===== src/rtl/ansi_decoder.sv =====
// ansi_decoder
//   Turns a raw terminal byte stream into a stream of decoded commands
//   (printable character, newline, cursor goto/home, clear screen, SGR).
//   One byte is consumed per input transfer; a command appears one cycle
//   after the byte that completes it and is held until the consumer takes it.
//
// Handshake: a transfer happens on a rising clk edge where valid && ready
//   are both high; the producer holds its payload stable while valid is high
//   and ready is low. in_ready is high whenever no command is pending or the
//   pending command is being accepted in the same cycle.
//
// Ports
//   clk, rst            clock, synchronous active-high reset
//   in_valid/in_ready   input byte handshake, in_data = byte
//   cmd_valid/cmd_ready command handshake
//   cmd_op              0 CHAR, 1 NEWLINE, 2 GOTO, 3 SGR, 4 CLEAR, 5 HOME
//   cmd_char            byte for CHAR, 0 otherwise
//   cmd_arg0/cmd_arg1   GOTO row/column or SGR arguments
//   cmd_nargs           SGR argument count (0-2)
//   err_count           saturating count of malformed/dropped sequences
//   o_dbg_state         current FSM state (0 IDLE, 1 ESC, 2 CSI)
//
// Build option: define ANSI_DECODER_ERRCNT_EN to enable the error counter;
//   without it err_count is tied to 0.
module ansi_decoder #(
  parameter int ARG_W = 8
) (
  input  logic             clk,
  input  logic             rst,
  input  logic             in_valid,
  input  logic [7:0]       in_data,
  output logic             in_ready,
  output logic             cmd_valid,
  input  logic             cmd_ready,
  output logic [2:0]       cmd_op,
  output logic [7:0]       cmd_char,
  output logic [ARG_W-1:0] cmd_arg0,
  output logic [ARG_W-1:0] cmd_arg1,
  output logic [1:0]       cmd_nargs,
  output logic [7:0]       err_count,
  output logic [1:0]       o_dbg_state
);

  typedef enum logic [1:0] {
    S_IDLE = 2'd0,
    S_ESC  = 2'd1,
    S_CSI  = 2'd2
  } state_t;

  localparam logic [2:0] OP_CHAR    = 3'd0;
  localparam logic [2:0] OP_NEWLINE = 3'd1;
  localparam logic [2:0] OP_GOTO    = 3'd2;
  localparam logic [2:0] OP_SGR     = 3'd3;
  localparam logic [2:0] OP_CLEAR   = 3'd4;
  localparam logic [2:0] OP_HOME    = 3'd5;

  localparam logic [ARG_W-1:0] ARG_MAX = '1;
  localparam logic [ARG_W-1:0] ARG_ONE = ARG_W'(1);
  localparam logic [ARG_W-1:0] ARG_TWO = ARG_W'(2);

  // arg*10 + digit, clamped to the largest representable argument.
  // Four extra bits are enough to hold 10*max + 9 without wrapping.
  function automatic logic [ARG_W-1:0] acc_digit(input logic [ARG_W-1:0] a,
                                                 input logic [3:0] d);
    logic [ARG_W+3:0] w_sum;
    w_sum = ({4'b0, a} << 3) + ({4'b0, a} << 1) + {{ARG_W{1'b0}}, d};
    if (w_sum > {4'b0, ARG_MAX}) return ARG_MAX;
    return w_sum[ARG_W-1:0];
  endfunction

  state_t           r_state, w_state_nxt;
  logic [ARG_W-1:0] r_arg0, r_arg1, w_arg0_nxt, w_arg1_nxt;
  logic             r_idx, w_idx_nxt;      // 0: filling arg0, 1: filling arg1
  logic             r_pres0, w_pres0_nxt;  // a digit was seen for arg0
  logic             r_ovf, w_ovf_nxt;      // more than two args: rest discarded

  logic             r_cmd_valid;
  logic [2:0]       r_cmd_op;
  logic [7:0]       r_cmd_char;
  logic [ARG_W-1:0] r_cmd_arg0, r_cmd_arg1;
  logic [1:0]       r_cmd_nargs;

  logic             w_in_ready, w_in_xfer;
  logic             w_emit, w_err;
  logic [2:0]       w_op;
  logic [7:0]       w_char;
  logic [ARG_W-1:0] w_a0, w_a1;
  logic [1:0]       w_nargs, w_seen;
  logic             w_is_digit;

  // A byte offered while reset is held is never consumed.
  assign w_in_ready = !rst && (!r_cmd_valid || cmd_ready);
  assign w_in_xfer  = in_valid && w_in_ready;
  assign w_is_digit = (in_data >= 8'h30) && (in_data <= 8'h39);

  // Arguments counted so far: moving to arg1 implies two, capped at two.
  assign w_seen = r_idx ? 2'd2 : (r_pres0 ? 2'd1 : 2'd0);

  always_comb begin
    w_state_nxt = r_state;
    w_arg0_nxt  = r_arg0;
    w_arg1_nxt  = r_arg1;
    w_idx_nxt   = r_idx;
    w_pres0_nxt = r_pres0;
    w_ovf_nxt   = r_ovf;
    w_emit      = 1'b0;
    w_err       = 1'b0;
    w_op        = OP_CHAR;
    w_char      = 8'd0;
    w_a0        = '0;
    w_a1        = '0;
    w_nargs     = 2'd0;

    if (w_in_xfer) begin
      case (r_state)
        S_IDLE: begin
          if (in_data == 8'h1B) begin
            w_state_nxt = S_ESC;
          end else if (in_data == 8'h0A) begin
            w_emit = 1'b1;
            w_op   = OP_NEWLINE;
          end else if ((in_data >= 8'h20) && (in_data != 8'h7F)) begin
            w_emit = 1'b1;
            w_op   = OP_CHAR;
            w_char = in_data;
          end
        end

        S_ESC: begin
          if (in_data == 8'h5B) begin
            w_state_nxt = S_CSI;
            w_arg0_nxt  = '0;
            w_arg1_nxt  = '0;
            w_idx_nxt   = 1'b0;
            w_pres0_nxt = 1'b0;
            w_ovf_nxt   = 1'b0;
          end else if (in_data == 8'h1B) begin
            w_err = 1'b1;
          end else begin
            w_state_nxt = S_IDLE;
            w_err       = 1'b1;
          end
        end

        S_CSI: begin
          if (w_is_digit) begin
            if (!r_ovf) begin
              if (!r_idx) begin
                w_arg0_nxt  = acc_digit(r_arg0, in_data[3:0]);
                w_pres0_nxt = 1'b1;
              end else begin
                w_arg1_nxt = acc_digit(r_arg1, in_data[3:0]);
              end
            end
          end else if (in_data == 8'h3B) begin
            if (!r_idx) w_idx_nxt = 1'b1;
            else        w_ovf_nxt = 1'b1;
          end else if ((in_data >= 8'h40) && (in_data <= 8'h7E)) begin
            w_state_nxt = S_IDLE;
            case (in_data)
              8'h48: begin  // 'H'
                w_emit = 1'b1;
                if (w_seen == 2'd0) begin
                  w_op = OP_HOME;
                end else begin
                  w_op = OP_GOTO;
                  w_a0 = (r_arg0 == '0) ? ARG_ONE : r_arg0;
                  w_a1 = (r_arg1 == '0) ? ARG_ONE : r_arg1;
                end
              end
              8'h4A: begin  // 'J'
                if (r_arg0 == ARG_TWO) begin
                  w_emit = 1'b1;
                  w_op   = OP_CLEAR;
                end else begin
                  w_err = 1'b1;
                end
              end
              8'h6D: begin  // 'm'
                w_emit  = 1'b1;
                w_op    = OP_SGR;
                w_a0    = r_arg0;
                w_a1    = r_arg1;
                w_nargs = w_seen;
              end
              default: w_err = 1'b1;
            endcase
          end else if (in_data == 8'h1B) begin
            w_state_nxt = S_ESC;
            w_err       = 1'b1;
          end else begin
            w_state_nxt = S_IDLE;
            w_err       = 1'b1;
          end
        end

        default: w_state_nxt = S_IDLE;
      endcase
    end
  end

  always_ff @(posedge clk) begin
    if (rst) begin
      r_state     <= S_IDLE;
      r_arg0      <= '0;
      r_arg1      <= '0;
      r_idx       <= 1'b0;
      r_pres0     <= 1'b0;
      r_ovf       <= 1'b0;
      r_cmd_valid <= 1'b0;
      r_cmd_op    <= 3'd0;
      r_cmd_char  <= 8'd0;
      r_cmd_arg0  <= '0;
      r_cmd_arg1  <= '0;
      r_cmd_nargs <= 2'd0;
    end else begin
      r_state <= w_state_nxt;
      r_arg0  <= w_arg0_nxt;
      r_arg1  <= w_arg1_nxt;
      r_idx   <= w_idx_nxt;
      r_pres0 <= w_pres0_nxt;
      r_ovf   <= w_ovf_nxt;
      // A new command can only be produced when the slot is free or being
      // emptied this cycle, so loading it never drops a pending command.
      if (w_emit) begin
        r_cmd_valid <= 1'b1;
        r_cmd_op    <= w_op;
        r_cmd_char  <= w_char;
        r_cmd_arg0  <= w_a0;
        r_cmd_arg1  <= w_a1;
        r_cmd_nargs <= w_nargs;
      end else if (cmd_ready) begin
        r_cmd_valid <= 1'b0;
      end
    end
  end

`ifdef ANSI_DECODER_ERRCNT_EN
  logic [7:0] r_err_count;

  always_ff @(posedge clk) begin
    if (rst) begin
      r_err_count <= 8'd0;
    end else if (w_err && (r_err_count != 8'hFF)) begin
      r_err_count <= r_err_count + 8'd1;
    end
  end

  assign err_count = r_err_count;
`else
  logic w_unused_err;
  assign w_unused_err = w_err;
  assign err_count    = 8'd0;
`endif

  assign in_ready    = w_in_ready;
  assign cmd_valid   = r_cmd_valid;
  assign cmd_op      = r_cmd_op;
  assign cmd_char    = r_cmd_char;
  assign cmd_arg0    = r_cmd_arg0;
  assign cmd_arg1    = r_cmd_arg1;
  assign cmd_nargs   = r_cmd_nargs;
  assign o_dbg_state = r_state;

endmodule


===== config.mk =====
export PLATFORM = sky130hd
export DESIGN_NAME = ansi_decoder
export DESIGN_NICKNAME = d
export VERILOG_FILES = /design/src/rtl/ansi_decoder.sv
export SDC_FILE = /design/constraint.sdc
export NUM_CORES = 1
export LEC_CHECK = 0
export CAP_MARGIN = 20
export CORE_ASPECT_RATIO = 0.7
export CORE_MARGIN = 2
export CORE_UTILIZATION = 55
export DETAILED_ROUTE_END_ITERATION = 7
export PLACE_DENSITY = 0.82
export SETUP_SLACK_MARGIN = 0.15
export SYNTH_ARGS = -nofsm -noshare
export SYNTH_HDL_FRONTEND = slang
export SYNTH_SLANG_ARGS = --single-unit

===== constraint.sdc =====
create_clock -name clk -period 4.45 [get_ports clk]
set_input_delay 0.89 -clock clk [delete_from_list [all_inputs] [get_ports clk]]
set_output_delay 0.89 -clock clk [all_outputs]
set_load 0.005 [all_outputs]

# Word-level counts from Yosys, hierarchy flattened
# Index checks and enable logic that the tools add are counted.
# Widths: inputs -> output; s select.
[word_totals] out_inout_bits=41 wordCells=160 ff_bits=51 inputBits=12
[op_classes] muxes=96 order_cmp=7 n_eq_ne=21 n_addsub=4 reduce_logical=20
[ops] op="$mux 8" count=30
[ops] op="$pmux 8 s2" count=4
[ops] op="$mux 1" count=36
[ops] op="$eq 8x7->1 const B" count=4
[ops] op="$add 11x9->12" count=2
[ops] op="$add 12x4->12" count=2
[ops] op="$gt 12x8->1 const B" count=2
[ops] op="$mux 2" count=12
[ops] op="$mux 3" count=6
[ops] op="$ne 2x2->1 const B" count=9
[ops] op="$reduce_and 6->1" count=3
[ops] op="$ge 8x6->1 const B" count=2
[ops] op="$logic_not 8->1" count=2
[ops] op="$pmux 1 s2" count=5
[ops] op="$reduce_and 5->1" count=2
[ops] op="$pmux 3 s3" count=1
[ops] op="$eq 8x2->1 const B" count=1
[ops] op="$eq 8x4->1 const B" count=1
[ops] op="$eq 8x5->1 const B" count=1
[ops] op="$eq 8x6->1 const B" count=1
[ops] op="$ge 8x7->1 const B" count=1
[ops] op="$le 8x6->1 const B" count=1
[ops] op="$le 8x7->1 const B" count=1
[ops] op="$ne 8x7->1 const B" count=1
[ops] op="11 further kinds" count=18

# Longest topological paths before layout
[depth] word_depth=14 mapped_depth=9 mapped_depth_nobuf=9

# Least setup slack after synthesis
# Ideal clock, no wire load.
[synth_path] path_kind="in2reg" from="input in_data[3]" to="register r_arg1[0]" arrival_time_ns=3.205 path_slack_ns=1.123 setup_ns=0.122 n_path_buf=0 t_required_ns=4.328 path_stages=8 cell_sequence="fa_1 > ha_1 > a211oi_1 > o21bai_1 > a21oi_1 > mux2_2 > o31a_1 > a221o_1"
[synth_between] elab_chain_len=13 word_cells_on_any_way=20 cone_classes="add/sub: 1; order compare: 3; eq/ne: 3; mux: 11; reduce/logical: 2"
[synth_rtl] element="start: declaration" line_no="31" rtl="input logic [7:0] in_data,"
[synth_rtl] element="$add 12x4->12" line_no="66" rtl="w_sum = ({4'b0, a} << 3) + ({4'b0, a} << 1) + {{ARG_W{1'b0}}, d};"
[synth_rtl] element="$gt 12x8->1" line_no="67" rtl="if (w_sum > {4'b0, ARG_MAX}) return ARG_MAX;"
[synth_rtl] element="$mux 1" line_no="67"
[synth_rtl] element="$mux 1" line_no="148" rtl="if (!r_idx) begin"
[synth_rtl] element="$mux 1" line_no="147" rtl="if (!r_ovf) begin"
[synth_rtl] element="$mux 1" line_no="146" rtl="if (w_is_digit) begin"
[synth_rtl] element="$mux 1" line_no="115" rtl="case (r_state)"
[synth_rtl] element="$mux 1" line_no="114" rtl="if (w_in_xfer) begin"
[synth_rtl] element="$mux 8" line_no="68" rtl="return w_sum[ARG_W-1:0];"
[synth_rtl] element="$mux 8" line_no="148"
[synth_rtl] element="$mux 8" line_no="147"
[synth_rtl] element="$mux 8" line_no="146"
[synth_rtl] element="$pmux 8 s2" line_no="115"
[synth_rtl] element="end signal: assignment" line_no="219" rtl="r_arg1 <= w_arg1_nxt;"
[synth_rtl] element="end: declaration" line_no="72" rtl="logic [ARG_W-1:0] r_arg0, r_arg1, w_arg0_nxt, w_arg1_nxt;"
# Several ways; a longest one is shown, not always the timed one. The select of a mux whose other input is x is not followed.
# A chain may end at the register's enable or synchronous reset.

# Final worst setup path
[layout_path] from="input in_data[3]" to="register r_arg1[3]"
# Same word-level chain as after synthesis.

==> run_results.csv <==
group,metric,value,unit
run_status,status,"finished, final reports clean",
synth,synth_cell_types,64,
worst_setup_path,critical_path.startpoint,"in_data[3]",
worst_setup_path,crit_path_cell_trace,"clkdlybuf4s50_1 > fa_1 > ha_1 > a211oi_1 > o21bai_1 > a21oi_1 > mux2_2 > o31a_1 > a221o_1",
grt,grt_pass1_vias,2488,
min_path,hold_class,"reg -> reg",
layout,area_growth,16.1,%
layout,mostFrequentLayoutCells,"51 x dfxtp_1, 44 x clkdlybuf4s50_1, 30 x ha_1",
worst_setup_path,crit_end,"r_arg1[3]",
clocking,cts_buffers,5,
layout,final_common_cell,"dfxtp_1",
layout,final_core_util,67.7,%
die,fp.dieH,67.1,um
clocking,clkLatencyLatePin,0.32,ns
timing,fin_crit,3.69,ns
timing,rsz0062_at_grt,"no",
worst_setup_path,cpPeakStageDelay,0.55,ns
route,vias_per_cell,6.07,
timing,fin_ws,0.756,ns
timing,setup_tns,0,ns
worst_setup_path,crit_path_end_kind,"flop",
synth,syn_area_per_cell,9.72,um^2
clocking,holdBufCountCts,0,
synth,dominantRegCellSynth,"dfxtp_1",
worst_setup_path,cp.required,4.65,ns
pwr,power.leakage,1.49,nW
worst_setup_path,worstSetupPathType,"in -> reg",
synth,yosys-top-cells-area,"dfxtp_1 33%, ha_1 12%, a22o_1 4.5%",
pwr,power_density,227,nW/um^2
synth,synth.yosys.warnings,0,
synth,synth.yosys.seq_area_share,32.6,%
synth,syn_inst,322,
timing,fmax,271,MHz
timing,slew_headroom,43.7,%
grt,antenna_found_initial,0,
worst_setup_path,path_max_fanout,8,
synth,syn_area,3130,um^2
layout,nFillCells,438,
clocking,cts_setup_buffers,0,
synth,ys_ff_latch,51,
grt,overflow,0,
layout,diodes,0,
die,ios,53,
synth,synth_edf_count,0,
layout,fin_nets,410,
route,wirelength,7230,um
route,ant_nets,0,
worst_setup_path,worstSetupPathDepth,9,
timing,setup_viol,0,
clocking,cts_buffer_depth,2,
worst_setup_path,crit_buf_inv,1,
grt,grt_max_degree,18,
worst_setup_path,arrival,3.89,ns
timing,fin_crit_sh,83.0,%
synth,async_reset_ff_share,0,%
worst_setup_path,reg2regPathDepth,8,
die,core_area,5370,um^2
clocking,cts_tree,"built",
grt,grt_pass1_wl,12300,um
synth,synth_area_leader_cell,"dfxtp_1",
worst_setup_path,crit_path_top_delay_cell,"fa_1",
pwr,ir_drop,0.000136,V
place,gp_congestion,0.918,
die,initial_core_util,58.3,%
route,drtIter0Drc,156,
timing,finClkSkew,0.0189,ns
clocking,cts.clk_slew.worst_paths,0.10,ns
place,port_buffers,44,
timing,drv_slew,0,
job,maxCapViolCount,0,
worst_setup_path,reg2reg_setup_slack,1.40,ns
worst_setup_path,startpoint_type,"input port",
worst_setup_path,worstReg2RegStart,"r_arg1[2]",
clocking,cts_root_buffer,"clkbuf_8",
layout,drive_gt1_share,8.77,%
timing,hold_viol,0,
synth,synth_top_cell_area_share,32.6,%
clocking,cts_resized,0,
die,die-area,6320,um^2
die,die_w,94.2,um
clocking,h-tree-depth,2,
route,firstDrtPassIters,4,
timing,worst_pin_slew,0.840,ns
grt,gr-usage-all-layers,24.8,%
route,vias,2654,
route,drc,0,
route,wl_per_cell,16.6,um
clocking,clkSinkCount,51,
worst_setup_path,cp_top_family,"compound AO/OA/AOI/OAI gates",
die,num_rows,22,
worst_setup_path,r2r-end,"r_arg1[3]",
place,dp_slack,0.456,ns
place,dp_hpwl,5230,um
-- sequential cells by signal, summed over array words and instances, names as in the netlist --
register	cells
cmd_arg1	8
cmd_char	8
r_arg0	8
cmd_arg0	8
r_pres0	1
cmd_valid	1
r_ovf	1
r_arg1	8
r_idx	1
cmd_nargs	2
o_dbg_state	2
cmd_op	3
-- metrics by stage --
stage	total power [W]	hold slack, ns	area (um^2)	cells
2_1_floorplan	0.000522	0.451	3160	329
3_3_place_gp	0.000548	0.435	3540	429
3_5_place_dp	0.000550	0.444	3540	429
4_1_cts	0.000824	0.468	3630	437
5_1_grt	0.000858	0.500	3630	437
6_report	0.000825	0.466	3630	437
-- report_power, final --
part / switching, W / internal [W] / total (W) / leakage, nW
sequential: 0.00000220 / 0.000461 / 0.000463 / 0.412
clock: 0.000170 / 0.000114 / 0.000285 / 0.0489
combinational: 0.0000434 / 0.0000334 / 0.0000767 / 1.03
-- worst min path at each step --
stage | startpoint | end | cells after the start
floorplan | cmd_op[1] | cmd_op[1] | 1
global placement | cmd_op[1] | cmd_op[1] | 1
detailed placement | cmd_op[1] | cmd_op[1] | 1
CTS | cmd_op[1] | cmd_op[1] | 1
global route | cmd_op[1] | cmd_op[1] | 1
finish | cmd_op[1] | cmd_op[1] | 1
-- layer usage --
metal,vias to the layer above,part of all wire [%],GRT usage (%),wire (um)
li1,1308,-,-,-
met1,1255,50,35.7,3650
met2,81,44,38.3,3170
met3,10,4.8,5.32,344
met4,0,0.90,5.43,65
met5,-,0,0,0
-- Yosys cell counts (all sizes together) (2+ instances only) --
master   count
fa           4
a21o         7
a2111oi      2
inv          4
o41ai        3
o211ai      12
and2         2
nand3        5
o2bb2ai      8
buf         19
nor4b        2
nand2       23
nand4        3
a221o        8
a22o        16
a21oi       17
xnor2        9
nand2b       3
nor2b        2
o21ai       21
o21bai       5
ha          30
dfxtp       51
nor4         6
a211oi       5
nor3        14
xor2         2
nor2        18
-- layout make-up --
cell class | count | area (um^2) | area share [%]
Multi-Input combinational cell | 255 | 1950 | 53.8
Timing Repair Buffer | 47 | 463 | 12.7
Sequential cell | 51 | 1020 | 28.1
Clock buffer | 5 | 68.8 | 1.89
Clock inverter | 3 | 22.5 | 0.620
Tap cell | 72 | 90.1 | 2.48
Inverter | 4 | 15.0 | 0.413
-- cell families after synthesis --
group | Yosys count | synth area share (%)
multiplexers | 2 | 0.679
AND/OR/NAND/NOR | 85 | 15.7
XOR/XNOR | 11 | 3.08
adder cells (fa/ha/maj) | 34 | 14.5
buffers and inverters | 23 | 5.80
other | 1 | 0.120
flip-flops | 51 | 32.6
AO/OA/AOI/OAI | 115 | 27.5
Power figures use the tool's default switching activity.
